===== src/rtl/simd_issuer_pkg.sv =====
// Shared definitions for the SIMD issuer: address/instruction types,
// processor instruction opcodes and SIMD operation codes.
package simd_issuer_pkg;

    localparam int ADDR_W       = 32;
    localparam int INSTR_DATA_W = 32;

    typedef logic [ADDR_W-1:0] addr_t;

    // Processor instruction opcodes; NOP is the all-zero idle encoding.
    typedef enum logic [1:0] {
        INSTR_NOP  = 2'd0,
        INSTR_LD   = 2'd1,
        INSTR_INFO = 2'd2,
        INSTR_FIN  = 2'd3
    } instr_op_t;

    typedef struct packed {
        instr_op_t                op;
        logic [INSTR_DATA_W-1:0]  data;
    } instr_t;

    // SIMD command operation codes carried in the command
    localparam logic [1:0] SIMD_OP_ADD  = 2'd0;
    localparam logic [1:0] SIMD_OP_MUL  = 2'd1;
    localparam logic [1:0] SIMD_OP_SUB  = 2'd2;
    localparam logic [1:0] SIMD_OP_RSVD = 2'd3;

    function automatic instr_t make_instr(input instr_op_t op,
                                          input logic [INSTR_DATA_W-1:0] data);
        instr_t r;
        r.op   = op;
        r.data = data;
        return r;
    endfunction

endpackage


===== src/rtl/simd_issuer_cmd_fifo.sv =====
// Command FIFO with a registered head word. The head register always holds
// the oldest entry, so a consumer can inspect it before popping; a word
// pushed into an empty FIFO becomes visible one cycle after the push.
module cmd_fifo #(
    parameter int WIDTH = 8,
    parameter int DEPTH = 4
) (
    input  logic             i_clk,
    input  logic             i_rstn,
    input  logic             i_push,
    input  logic [WIDTH-1:0] i_wdata,
    input  logic             i_pop,
    output logic             o_full,
    output logic             o_empty,
    output logic [WIDTH-1:0] o_head
);
    localparam int PTR_W = $clog2(DEPTH);
    localparam logic [PTR_W-1:0] PTR_ONE = PTR_W'(1);
    localparam logic [PTR_W:0]   CNT_ONE = (PTR_W+1)'(1);
    localparam logic [PTR_W:0]   CNT_MAX = (PTR_W+1)'(DEPTH);

    logic [WIDTH-1:0] mem [DEPTH];
    logic [PTR_W-1:0] wr_ptr_q, wr_ptr_d, rd_ptr_q, rd_ptr_d;
    logic [PTR_W:0]   count_q, count_d;
    logic [WIDTH-1:0] head_q, head_d;
    logic             push_ok, pop_ok;

    assign o_full  = (count_q == CNT_MAX);
    assign o_empty = (count_q == '0);
    assign o_head  = head_q;
    assign push_ok = i_push && !o_full;
    assign pop_ok  = i_pop && !o_empty;

    // Pointer/occupancy update and next head selection (bypass when the pushed word becomes head)
    always_comb begin
        wr_ptr_d = push_ok ? wr_ptr_q + PTR_ONE : wr_ptr_q;
        rd_ptr_d = pop_ok  ? rd_ptr_q + PTR_ONE : rd_ptr_q;
        count_d  = count_q;
        if (push_ok && !pop_ok) begin
            count_d = count_q + CNT_ONE;
        end else if (!push_ok && pop_ok) begin
            count_d = count_q - CNT_ONE;
        end
        head_d = (push_ok && (wr_ptr_q == rd_ptr_d)) ? i_wdata : mem[rd_ptr_d];
    end

    // Storage array write, no reset so it can map onto RAM
    always_ff @(posedge i_clk) begin
        if (push_ok) begin
            mem[wr_ptr_q] <= i_wdata;
        end
    end

    // Control and head registers
    always_ff @(posedge i_clk or negedge i_rstn) begin
        if (!i_rstn) begin
            wr_ptr_q <= '0;
            rd_ptr_q <= '0;
            count_q  <= '0;
            head_q   <= '0;
        end else begin
            wr_ptr_q <= wr_ptr_d;
            rd_ptr_q <= rd_ptr_d;
            count_q  <= count_d;
            head_q   <= head_d;
        end
    end

endmodule


===== src/rtl/simd_issuer.sv =====
// SIMD command issuer: queues vector commands and feeds each one to the
// processor as LD addr0, LD addr1, INFO, then waits for finish and sends FIN.
// Note: CNT_W + 2 must not exceed INSTR_DATA_W so count and op fit in INFO.
module simd_issuer
    import simd_issuer_pkg::*;
#(
    parameter int FIFO_DEPTH = 4,
    parameter int CNT_W      = 16
) (
    input  logic             i_clk,
    input  logic             i_rstn,
    input  logic             i_cmd_valid,
    output logic             o_cmd_ready,
    input  addr_t            i_cmd_addr0,
    input  addr_t            i_cmd_addr1,
    input  logic [CNT_W-1:0] i_cmd_count,
    input  logic [1:0]       i_cmd_op,
    output logic             o_en,
    output logic             o_valid,
    output instr_t           o_instr,
    input  logic             i_ack,
    input  logic             i_busy,
    input  logic             i_finish,
    output logic             o_done,
    output logic             o_err,
    output logic [7:0]       o_done_cnt
);
    localparam int CMD_W = 2*ADDR_W + CNT_W + 2;

    localparam logic [2:0] ST_IDLE         = 3'd0;
    localparam logic [2:0] ST_EN           = 3'd1;
    localparam logic [2:0] ST_SEND         = 3'd2;
    localparam logic [2:0] ST_GAP          = 3'd3;
    localparam logic [2:0] ST_WAIT_FIN     = 3'd4;
    localparam logic [2:0] ST_FIN_ACK      = 3'd5;
    localparam logic [2:0] ST_FIN_WAIT_LOW = 3'd6;

    logic             fifo_full, fifo_empty, fifo_pop;
    logic [CMD_W-1:0] fifo_head;
    addr_t            head_addr0, head_addr1;
    logic [CNT_W-1:0] head_count;
    logic [1:0]       head_op;

    logic [2:0]       state_q, state_d;
    logic [1:0]       idx_q, idx_d;
    addr_t            addr0_q, addr0_d, addr1_q, addr1_d;
    logic [CNT_W-1:0] count_q, count_d;
    logic [1:0]       op_q, op_d;
    logic             ack_prev_q, ack_prev_d;
    logic             done_q, done_d, err_q, err_d;
    logic [7:0]       done_cnt_q, done_cnt_d;
    logic             ack_rise;
    logic [INSTR_DATA_W-1:0] info_word;

    cmd_fifo #(
        .WIDTH (CMD_W),
        .DEPTH (FIFO_DEPTH)
    ) u_cmd_fifo (
        .i_clk   (i_clk),
        .i_rstn  (i_rstn),
        .i_push  (i_cmd_valid),
        .i_wdata ({i_cmd_addr0, i_cmd_addr1, i_cmd_count, i_cmd_op}),
        .i_pop   (fifo_pop),
        .o_full  (fifo_full),
        .o_empty (fifo_empty),
        .o_head  (fifo_head)
    );

    assign {head_addr0, head_addr1, head_count, head_op} = fifo_head;
    assign o_cmd_ready = !fifo_full;
    assign ack_rise    = i_ack && !ack_prev_q;
    assign ack_prev_d  = i_ack;
    assign o_en        = (state_q == ST_EN);
    assign o_valid     = (state_q == ST_SEND) || (state_q == ST_FIN_ACK);
    assign o_done      = done_q;
    assign o_err       = err_q;
    assign o_done_cnt  = done_cnt_q;

    // INFO payload: count in the low bits, op just above, rest zero
    always_comb begin
        info_word = '0;
        info_word[CNT_W-1:0]  = count_q;
        info_word[CNT_W +: 2] = op_q;
    end

    // Instruction presented to the processor; zero whenever not valid
    always_comb begin
        o_instr = '0;
        if (state_q == ST_SEND) begin
            case (idx_q)
                2'd0:    o_instr = make_instr(INSTR_LD, addr0_q);
                2'd1:    o_instr = make_instr(INSTR_LD, addr1_q);
                default: o_instr = make_instr(INSTR_INFO, info_word);
            endcase
        end else if (state_q == ST_FIN_ACK) begin
            o_instr = make_instr(INSTR_FIN, '0);
        end
    end

    // Sequencer next-state: dispatch/drop, issue sequence, finish handshake
    always_comb begin
        state_d    = state_q;
        idx_d      = idx_q;
        addr0_d    = addr0_q;
        addr1_d    = addr1_q;
        count_d    = count_q;
        op_d       = op_q;
        done_d     = 1'b0;
        err_d      = 1'b0;
        done_cnt_d = done_cnt_q;
        fifo_pop   = 1'b0;
        case (state_q)
            ST_IDLE: begin
                if (!fifo_empty && !i_busy) begin
                    fifo_pop = 1'b1;
                    if ((head_count == '0) || (head_op == SIMD_OP_RSVD)) begin
                        err_d = 1'b1;
                    end else begin
                        addr0_d = head_addr0;
                        addr1_d = head_addr1;
                        count_d = head_count;
                        op_d    = head_op;
                        state_d = ST_EN;
                    end
                end
            end
            ST_EN: begin
                idx_d   = 2'd0;
                state_d = ST_SEND;
            end
            ST_SEND: begin
                if (ack_rise) begin
                    state_d = ST_GAP;
                end
            end
            ST_GAP: begin
                if (idx_q == 2'd2) begin
                    state_d = ST_WAIT_FIN;
                end else begin
                    idx_d   = idx_q + 2'd1;
                    state_d = ST_SEND;
                end
            end
            ST_WAIT_FIN: begin
                if (i_finish) begin
                    state_d = ST_FIN_ACK;
                end
            end
            ST_FIN_ACK: begin
                state_d = ST_FIN_WAIT_LOW;
            end
            ST_FIN_WAIT_LOW: begin
                if (!i_finish) begin
                    done_d     = 1'b1;
                    done_cnt_d = done_cnt_q + 8'd1;
                    state_d    = ST_IDLE;
                end
            end
            default: state_d = ST_IDLE;
        endcase
    end

    // State, working command and status registers
    always_ff @(posedge i_clk or negedge i_rstn) begin
        if (!i_rstn) begin
            state_q    <= ST_IDLE;
            idx_q      <= '0;
            addr0_q    <= '0;
            addr1_q    <= '0;
            count_q    <= '0;
            op_q       <= '0;
            ack_prev_q <= 1'b0;
            done_q     <= 1'b0;
            err_q      <= 1'b0;
            done_cnt_q <= '0;
        end else begin
            state_q    <= state_d;
            idx_q      <= idx_d;
            addr0_q    <= addr0_d;
            addr1_q    <= addr1_d;
            count_q    <= count_d;
            op_q       <= op_d;
            ack_prev_q <= ack_prev_d;
            done_q     <= done_d;
            err_q      <= err_d;
            done_cnt_q <= done_cnt_d;
        end
    end

endmodule


===== config.mk =====
export PLATFORM = sky130hd
export DESIGN_NAME = simd_issuer
export DESIGN_NICKNAME = d
export VERILOG_FILES = /design/src/rtl/simd_issuer_pkg.sv /design/src/rtl/simd_issuer_cmd_fifo.sv /design/src/rtl/simd_issuer.sv
export SDC_FILE = /design/constraint.sdc
export NUM_CORES = 1
export LEC_CHECK = 0
export ABC_AREA = 1
export CORE_UTILIZATION = 35
export DETAILED_ROUTE_END_ITERATION = 8
export GPL_TIMING_DRIVEN = 0
export PLACE_DENSITY = 0.59
export SYNTH_ARGS = -nofsm -noshare
export SYNTH_HDL_FRONTEND = slang
export SYNTH_SLANG_ARGS = --single-unit

===== constraint.sdc =====
create_clock -name i_clk -period 6 [get_ports i_clk]
set_input_delay 1.2 -clock i_clk [delete_from_list [all_inputs] [get_ports i_clk]]
set_output_delay 1.2 -clock i_clk [all_outputs]
set_load 0.02 [all_outputs]

Yosys cells after proc, flatten, opt, wreduce, memory -nomap -nowiden:

Memories as Yosys holds them, arrays and structs flattened. A register that Yosys moved wholly into a read port is not among the register bits.
Cells that the tools add are included.

* flip-flop bits (word level): 105
* RAM bits: 328
* input bits: 88
* output and inout port bits: 47
* logic and storage cells: 87
* memories kept: 1

* $add $sub $neg: 6
* equality and inequality tests: 16
* muxes and demuxes: 24
* bitwise gates (word level): 2
* reductions and logical operators: 25

Memory list
* u_cmd_fifo.mem: depth 4, bits a word 82, rd ports 1, clocked after memory_dff 1, wr ports 1, RTL line simd_issuer_cmd_fifo.sv:22 `logic [WIDTH-1:0] mem [DEPTH];`

Operator list (number)
* two-way mux 34 bit: 2
* case mux 34 bit (2 select lines): 1
* two-way mux 3 bit: 8
* case mux 3 bit (7 select lines): 1
* logical NOT 16 bit: 1
* equality test 3 bit, second input constant: 4
* != test 2 bit, second input constant: 6
* two-way mux 1 bit: 9
* adder 8 x 1 -> 8 bit, second input constant: 1
* logical NOT 1 bit: 7
* adder 2 x 1 -> 2 bit, second input constant: 3
* equality test 3 x 2 -> 1 bit, second input constant: 2
* logical AND 1 bit: 6
* logical NOT 3 bit: 2
* AND reduction 5 bit: 1
* equality test 2 bit, second input constant: 2
* two-way mux 2 bit: 2
* case mux 2 bit (2 select lines): 1
* AND reduction 2 bit: 2
* nonzero test 2 bit: 2
* adder 3 x 1 -> 3 bit, second input constant: 1
* equality test 3 x 1 -> 1 bit, second input constant: 1
* AND reduction 3 bit: 1
* subtractor 3 x 1 -> 3 bit, second input constant: 1
* other kinds (4): 6

Depth between registers and ports, before layout:

Gate-level depths: netlist of the first run.

* depth in word-level cells: 9
* depth in mapped cells: 13
* mapped depth without buffers: 12

Cells and area by module:

From an unflattened synthesis of the first run, not the netlist that was laid out.

* cells, all modules: 2310
* area, all modules: 23207.3 sq um

Modules (own cells, without submodules)
* cmd_fifo: times used 1, cells an instance 1727, area an instance 18156.2 sq um, sequential area each 12076.6 sq um
* simd_issuer: times used 1, cells an instance 583, area an instance 5051.1 sq um, sequential area each 2452.4 sq um

Worst setup path before layout of the first run:

No wires, ideal clock.

* path type: input -> register
* start: input port i_cmd_valid
* end: memory u_cmd_fifo.mem[0][0] (netlist name), enable pin
* library setup time: 0.523 ns
* arrival: 4.768 ns
* required time: 5.477 ns
* setup slack: 0.709 ns
* stages on the path: 2
* buffers on the path: 0
* path through: nand2_1 > nor2_1

* cells in the longest elaborated chain, start to end: 3

Ends and longest elaborated chain
* start: declaration: RTL line simd_issuer.sv:12 `input logic i_cmd_valid,`
* logical AND 1 bit: RTL line simd_issuer_cmd_fifo.sv:31 `assign push_ok = i_push && !o_full;`
* two-way mux 1 bit: RTL line simd_issuer_cmd_fifo.sv:49 `if (push_ok) begin`
* two-way mux 1 bit (not written as such): RTL line simd_issuer_cmd_fifo.sv:50 `mem[wr_ptr_q] <= i_wdata;`
* end: declaration: RTL line simd_issuer_cmd_fifo.sv:22

Every way passes these cells.

==> results of run 1 <==
## sequential cells by signal, indices dropped and copies added (netlist names)
name                 cells
state_q                  3
u_cmd_fifo.count_q       3
count_q                 16
addr0_q                 32
u_cmd_fifo.rd_ptr_q      2
addr1_q                 32
op_q                     2
u_cmd_fifo.wr_ptr_q      2
o_done                   1
ack_prev_q               1
u_cmd_fifo.mem         328
idx_q                    2
o_err                    1
u_cmd_fifo.o_head       82
o_done_cnt               8
## routing by layer
layer  vias to the layer above  wire [um]  track usage
li1                       7545          -            -
met1                      7706      26200        0.251
met2                       472      26800        0.285
met3                        90       4350       0.0377
met4                         6       1300       0.0519
met5                         -         41            0
## layout make-up
class                   count  area (um^2)
fillers                  6135        36300
flip-flops and latches    515        14500
multi-input cells        1291         6100
clock buffers              84         1640
repair buffers            147         1630
well taps                 846         1060
inverters                 271         1020
plain buffers             128          916
clock inverters            16         83.8
## power by group through the flow
stage	logic [uW]	clock network [uW]	registers, uW
6_report	6350	3260	5280
5_1_grt	7050	3470	5370
2_1_floorplan	4210	0	5300
3_5_place_dp	6360	0	5340
4_1_cts	6390	3330	5280
3_3_place_gp	6160	0	5450
## final timing paths
path | startpoint | end | depth (start not counted)
worst max-delay path | idx_q[0] | o_instr[13] | 8
max in group asynchronous | i_rstn | u_cmd_fifo.o_head[23] | 2
min in group asynchronous | i_rstn | u_cmd_fifo.o_head[45] | 1
worst max register to register | u_cmd_fifo.count_q[0] | u_cmd_fifo.o_head[1] | 10
worst min-delay path | u_cmd_fifo.o_head[29] | addr1_q[11] | 2
worst min register to register | u_cmd_fifo.o_head[29] | addr1_q[11] | 2
## worst register-to-register path: cells and delay by family (launching register included)
family	cells	cell delay (ns)
buf+inv	2	0.51
flops	1	0.43
simple gates	8	1.45
## layout by cell type, fill, tap and decap left out, types with 4 or more instances in the layout
cell               n
nand2_1          762
xnor2_1            5
ha_1               9
clkdlybuf4s50_1  133
clkinv_2          10
inv_1            265
buf_6             27
xor2_1             6
nand3b_1          82
o21ai_0            5
clkbuf_8           9
inv_2              5
edfxtp_1         328
dfrtp_1          187
nor2_4             5
buf_2             50
nand3_1          310
clkbuf_16         58
nor2_1            20
a31oi_1           18
buf_4             20
buf_8              8
a21oi_1           18
buf_12            11
nand2_2            5
clkbuf_1          40
nand3_2           30
clkinv_1           4
## stage by stage
step | cells | total power, uW | hold slack (ns)
CTS | 3298 | 15000 | 0.433
finish | 3298 | 14900 | 0.436
global placement | 3185 | 11600 | 0.435
global route | 3298 | 15900 | 0.453
detailed placement | 3198 | 11700 | 0.431
floorplan | 2205 | 9510 | 0.418
## kinds of logic after synthesis
| logic type | after synthesis | share of synthesized area |
|---|---|---|
| DFF | 515 | 0.645 |
| xor gates and xnor gates | 11 | 0.00428 |
| and+or+nand+nor | 1224 | 0.247 |
| adders and majority gates | 10 | 0.00589 |
| AOI/OAI and AO/OA | 44 | 0.0111 |
| muxes | 2 | 0.000999 |
| buffers and inverters | 399 | 0.0858 |
==> results.yml, run 1 <==
outcome:
  status: "completed"
sta:
  fin_skew_ns: 0.0128
  setup_viol: 0
  post-route-period-util: 0.781
  hold_viol: 0
  max_freq_ghz: 0.214
  tightest_slew_ns: 0.895
  postLayoutSetupSlackWorst_ns: 1.32
  slew_violations: 0
  rsz0062_at_grt: "no"
  tns_ns: 0
  relSlewSlack: 0.403
  period_needed_ns: 4.68
pwr:
  combPwrFrac: 0.426
  seq_power_share: 0.355
  powerDensity_nw_per_um2: 552
  intPower_uw: 8940
  leakagePower_uw: 0.0119
  switchingPower_uw: 5940
  sw_frac_of_total: 0.399
  vdd_drop_max_uv: 251
  pwr-share-clk: 0.219
clock_tree:
  clk_latency_ns: 0.61
  cts_tree: "done"
  cts_resized: 0
  cts_setup_buffers: 0
  cts.sinks: 515
  numCtsBuffers: 53
  htreeDepth: 2
  clkSlewWorstSetupHoldPaths_ns: 0.06
  cts.path.max_buffers: 3
  postCtsHoldBufs: 0
  cts_root_buf: "clkbuf_16"
global_routing:
  grt_max_degree: 115
  antenna_found_initial: 3
  grt_pass1_wl_um: 91500
  grt_pass1_vias: 15800
  grt_overflow_total: 0
  grt.total_usage: 0.181
synth:
  synth_top_area_frac: 0.437
  synthTopCellsByCount: "nand2_1 (762), edfxtp_1 (328), nand3_1 (310), inv_1 (265), dfrtp_1 (187)"
  post_synth.cell_area_avg_um2: 10.2
  ys_warn_count: 0
  yosysMostFrequentCell: "nand2_1"
  netlist_instances: 2205
  yosysTopAreaCell: "edfxtp_1"
  synth.distinct_cells: 35
  async_flop_share: 0.363
  ys_seq_area_frac: 0.645
  synth_area_leaders: "edfxtp_1 (44%), dfrtp_1 (21%), nand2_1 (13%)"
  syn_nets: 2303
  synth_enable_flop_cells: 328
  synth_flop_cell: "edfxtp_1"
  netlist_area_um2: 22500
  ys_ff_latch: 515
route:
  drtAntennaViolNets: 0
  wl_um: 58700
  viasPerCell: 4.80
  drt_iter0_markers: 1416
  route.detailed.drc: 0
  wl_per_cell_um: 17.8
  vias: 15800
  dr.pass1.iters: 5
placed_design:
  dp_slack_ns: 2.06
  placed_cell_area_um2: 25300
  portBuffers: 134
  gp_congestion: 0.850
  hpwlAfterDp_um: 40300
worst_setup_path:
  cp_common_cell: "clkbuf_1"
  path_max_fanout: 10
  cpPeakStageDelay_ns: 0.72
  arrival_ns: 3.48
  crit_chain: "inv_1 -> ha_1 -> clkbuf_1 -> nor2_1 -> clkbuf_1 -> nand2_1 -> a31oi_1 -> clkdlybuf4s50_1"
  end_kind: "output pin"
  critPathSlowestCell: "clkdlybuf4s50_1"
  critPathKind: "reg -> out"
  critPathBufInv: 4
  start_kind: "flop"
  critPathTopFamily: "buffers and inverters"
  required_ns: 4.80
  r2r_slack_ns: 3.53
cells_and_area:
  stdcell_area_um2: 27000
  drive_gt1_frac: 0.103
  syn2layout_area_growth_pct: 19.7
  antennaDiodeCount: 0
  nets: 2505
  final_core_util: 0.426
die:
  dieArea_um2: 65400
  die_h_um: 256
  die_w_um: 256
  core.rowCount: 92
  ioPinCount: 135
  core_um2: 63300
  initial_core_util: 0.356
job:
  cap_violations: 0
min_path:
  min_path_type: "reg -> reg"
No activity file was read; power rests on OpenSTA's default activity.
==> inputs of run 2 (changes only) <==
PLACE_DENSITY = 0.61   (was 0.59)
clock period = 4.1 ns   (was 6 ns; I/O delays follow)
==> run 2 against run 1 <==
  * Sequential cell count unchanged
  * Critical endpoint is now o_instr[10]
  * Global-route usage is 0.40 points lower
  * Cell area increased by 0.65%
  * Register-to-register slack got worse by 1.9 ns
==> results.yml, run 2 (synthesis results as in run 1) <==
outcome:
  status: "completed"
route:
  wl_um: 58000
  wl_per_cell_um: 17.6
  dr.pass1.iters: 5
  vias: 15800
  viasPerCell: 4.78
  route.detailed.drc: 0
  drt_iter0_markers: 1237
  drtAntennaViolNets: 0
worst_setup_path:
  critPathKind: "reg -> out"
  critPathBufInv: 4
  crit_chain: "inv_1 -> ha_1 -> clkbuf_1 -> nor2_1 -> clkbuf_2 -> nand2_1 -> a31oi_1 -> clkdlybuf4s50_1"
  required_ns: 3.28
  start_kind: "flop"
  critPathSlowestCell: "clkdlybuf4s50_1"
  path_max_fanout: 10
  cpPeakStageDelay_ns: 0.71
  critPathTopFamily: "buffers and inverters"
  arrival_ns: 3.13
  r2r_slack_ns: 1.63
  end_kind: "output pin"
die:
  ioPinCount: 135
  dieArea_um2: 65400
  die_w_um: 256
  core_um2: 63300
  die_h_um: 256
  initial_core_util: 0.356
  core.rowCount: 92
sta:
  slew_violations: 0
  postLayoutSetupSlackWorst_ns: 0.150
  hold_viol: 0
  relSlewSlack: 0.552
  whs_ns: 0.144
  tns_ns: 0
  max_freq_ghz: 0.253
  period_needed_ns: 3.95
  post-route-period-util: 0.964
  setup_viol: 0
  tightest_slew_ns: 0.670
  fin_skew_ns: 0.0217
global_routing:
  grt_pass1_wl_um: 89300
  grt.total_usage: 0.177
  grt_pass1_vias: 15600
  grt_max_degree: 134
  antenna_found_initial: 4
  grt_overflow_total: 0
cells_and_area:
  largest_reg_flops: 328
  syn2layout_area_growth_pct: 20.5
  nets: 2505
  layout_commonest_cell: "nand2_1"
  drive_gt1_frac: 0.111
  regMostFlops: "u_cmd_fifo.mem"
  mostFrequentLayoutCells: "nand2_1 (762), edfxtp_1 (328), nand3_1 (310)"
  stdcell_area_um2: 27100
clock_tree:
  postCtsHoldBufs: 0
  cts_root_buf: "clkbuf_16"
  cts_tree: "done"
  clkSlewWorstSetupHoldPaths_ns: 0.06
  cts.path.max_buffers: 3
  clk_latency_ns: 0.61
  cts.sinks: 515
  numCtsBuffers: 53
  htreeDepth: 2
placed_design:
  gp_congestion: 0.845
  placed_cell_area_um2: 25300
  hpwlAfterDp_um: 40100
  dp_slack_ns: 0.537
  portBuffers: 134
pwr:
  powerDensity_nw_per_um2: 811
  vdd_drop_max_uv: 442
  power.total_uw: 22000
  leakagePower_uw: 0.0120
min_path:
  min_path_type: "in -> async"
job:
  cap_violations: 0
run 2: layout make-up:
cell class                 instances  area, um^2
buffer                           128         923
multi-input combinational       1291        6150
inverter                         271        1020
timing repair buffer             147        1640
clock inverter                    17         168
clock buffer                      83        1660
sequential                       515       14500
tap                              846        1060
antenna                            2        5.00
fill                            6046       36200
run 2: power breakdown:
group          switching, uW  leakage [uW]  internal, uW
sequential               564       0.00530          7170
combinational           6110       0.00576          3190
clock                   2020      0.000906          2960
total                   8690        0.0120         13300
run 2: final timing paths:
check	startpoint	end	cells after the start
min	i_rstn	u_cmd_fifo.o_head[48]	1
max	idx_q[0]	o_instr[10]	8
min in group i_clk	u_cmd_fifo.o_head[80]	addr0_q[30]	2
max reg2reg	u_cmd_fifo.count_q[1]	u_cmd_fifo.o_head[1]	10
max in group asynchronous	i_rstn	u_cmd_fifo.o_head[2]	2
min reg2reg	u_cmd_fifo.o_head[80]	addr0_q[30]	2
run 2: through the flow:
step,utilization,std cells
global placement,0.394,3185
floorplan,-,2205
global route,0.429,3300
CTS,0.428,3298
detailed placement,0.399,3198
finish,0.429,3300
run 2: layer usage:
metal,global-route usage,wire [um],up-vias
met5,0,13,-
met4,0.0517,1340,2
met3,0.0406,4260,88
met2,0.279,26800,472
met1,0.242,25600,7667
li1,-,-,7550
run 2: timing repair:
action                                 in CTS  in global routing
resized for setup                           1                 20
setup buffers                               0                  0
endpoints found under the hold margin       0                  0
gates cloned                                0                  0
setup endpoints to repair                   4                 21
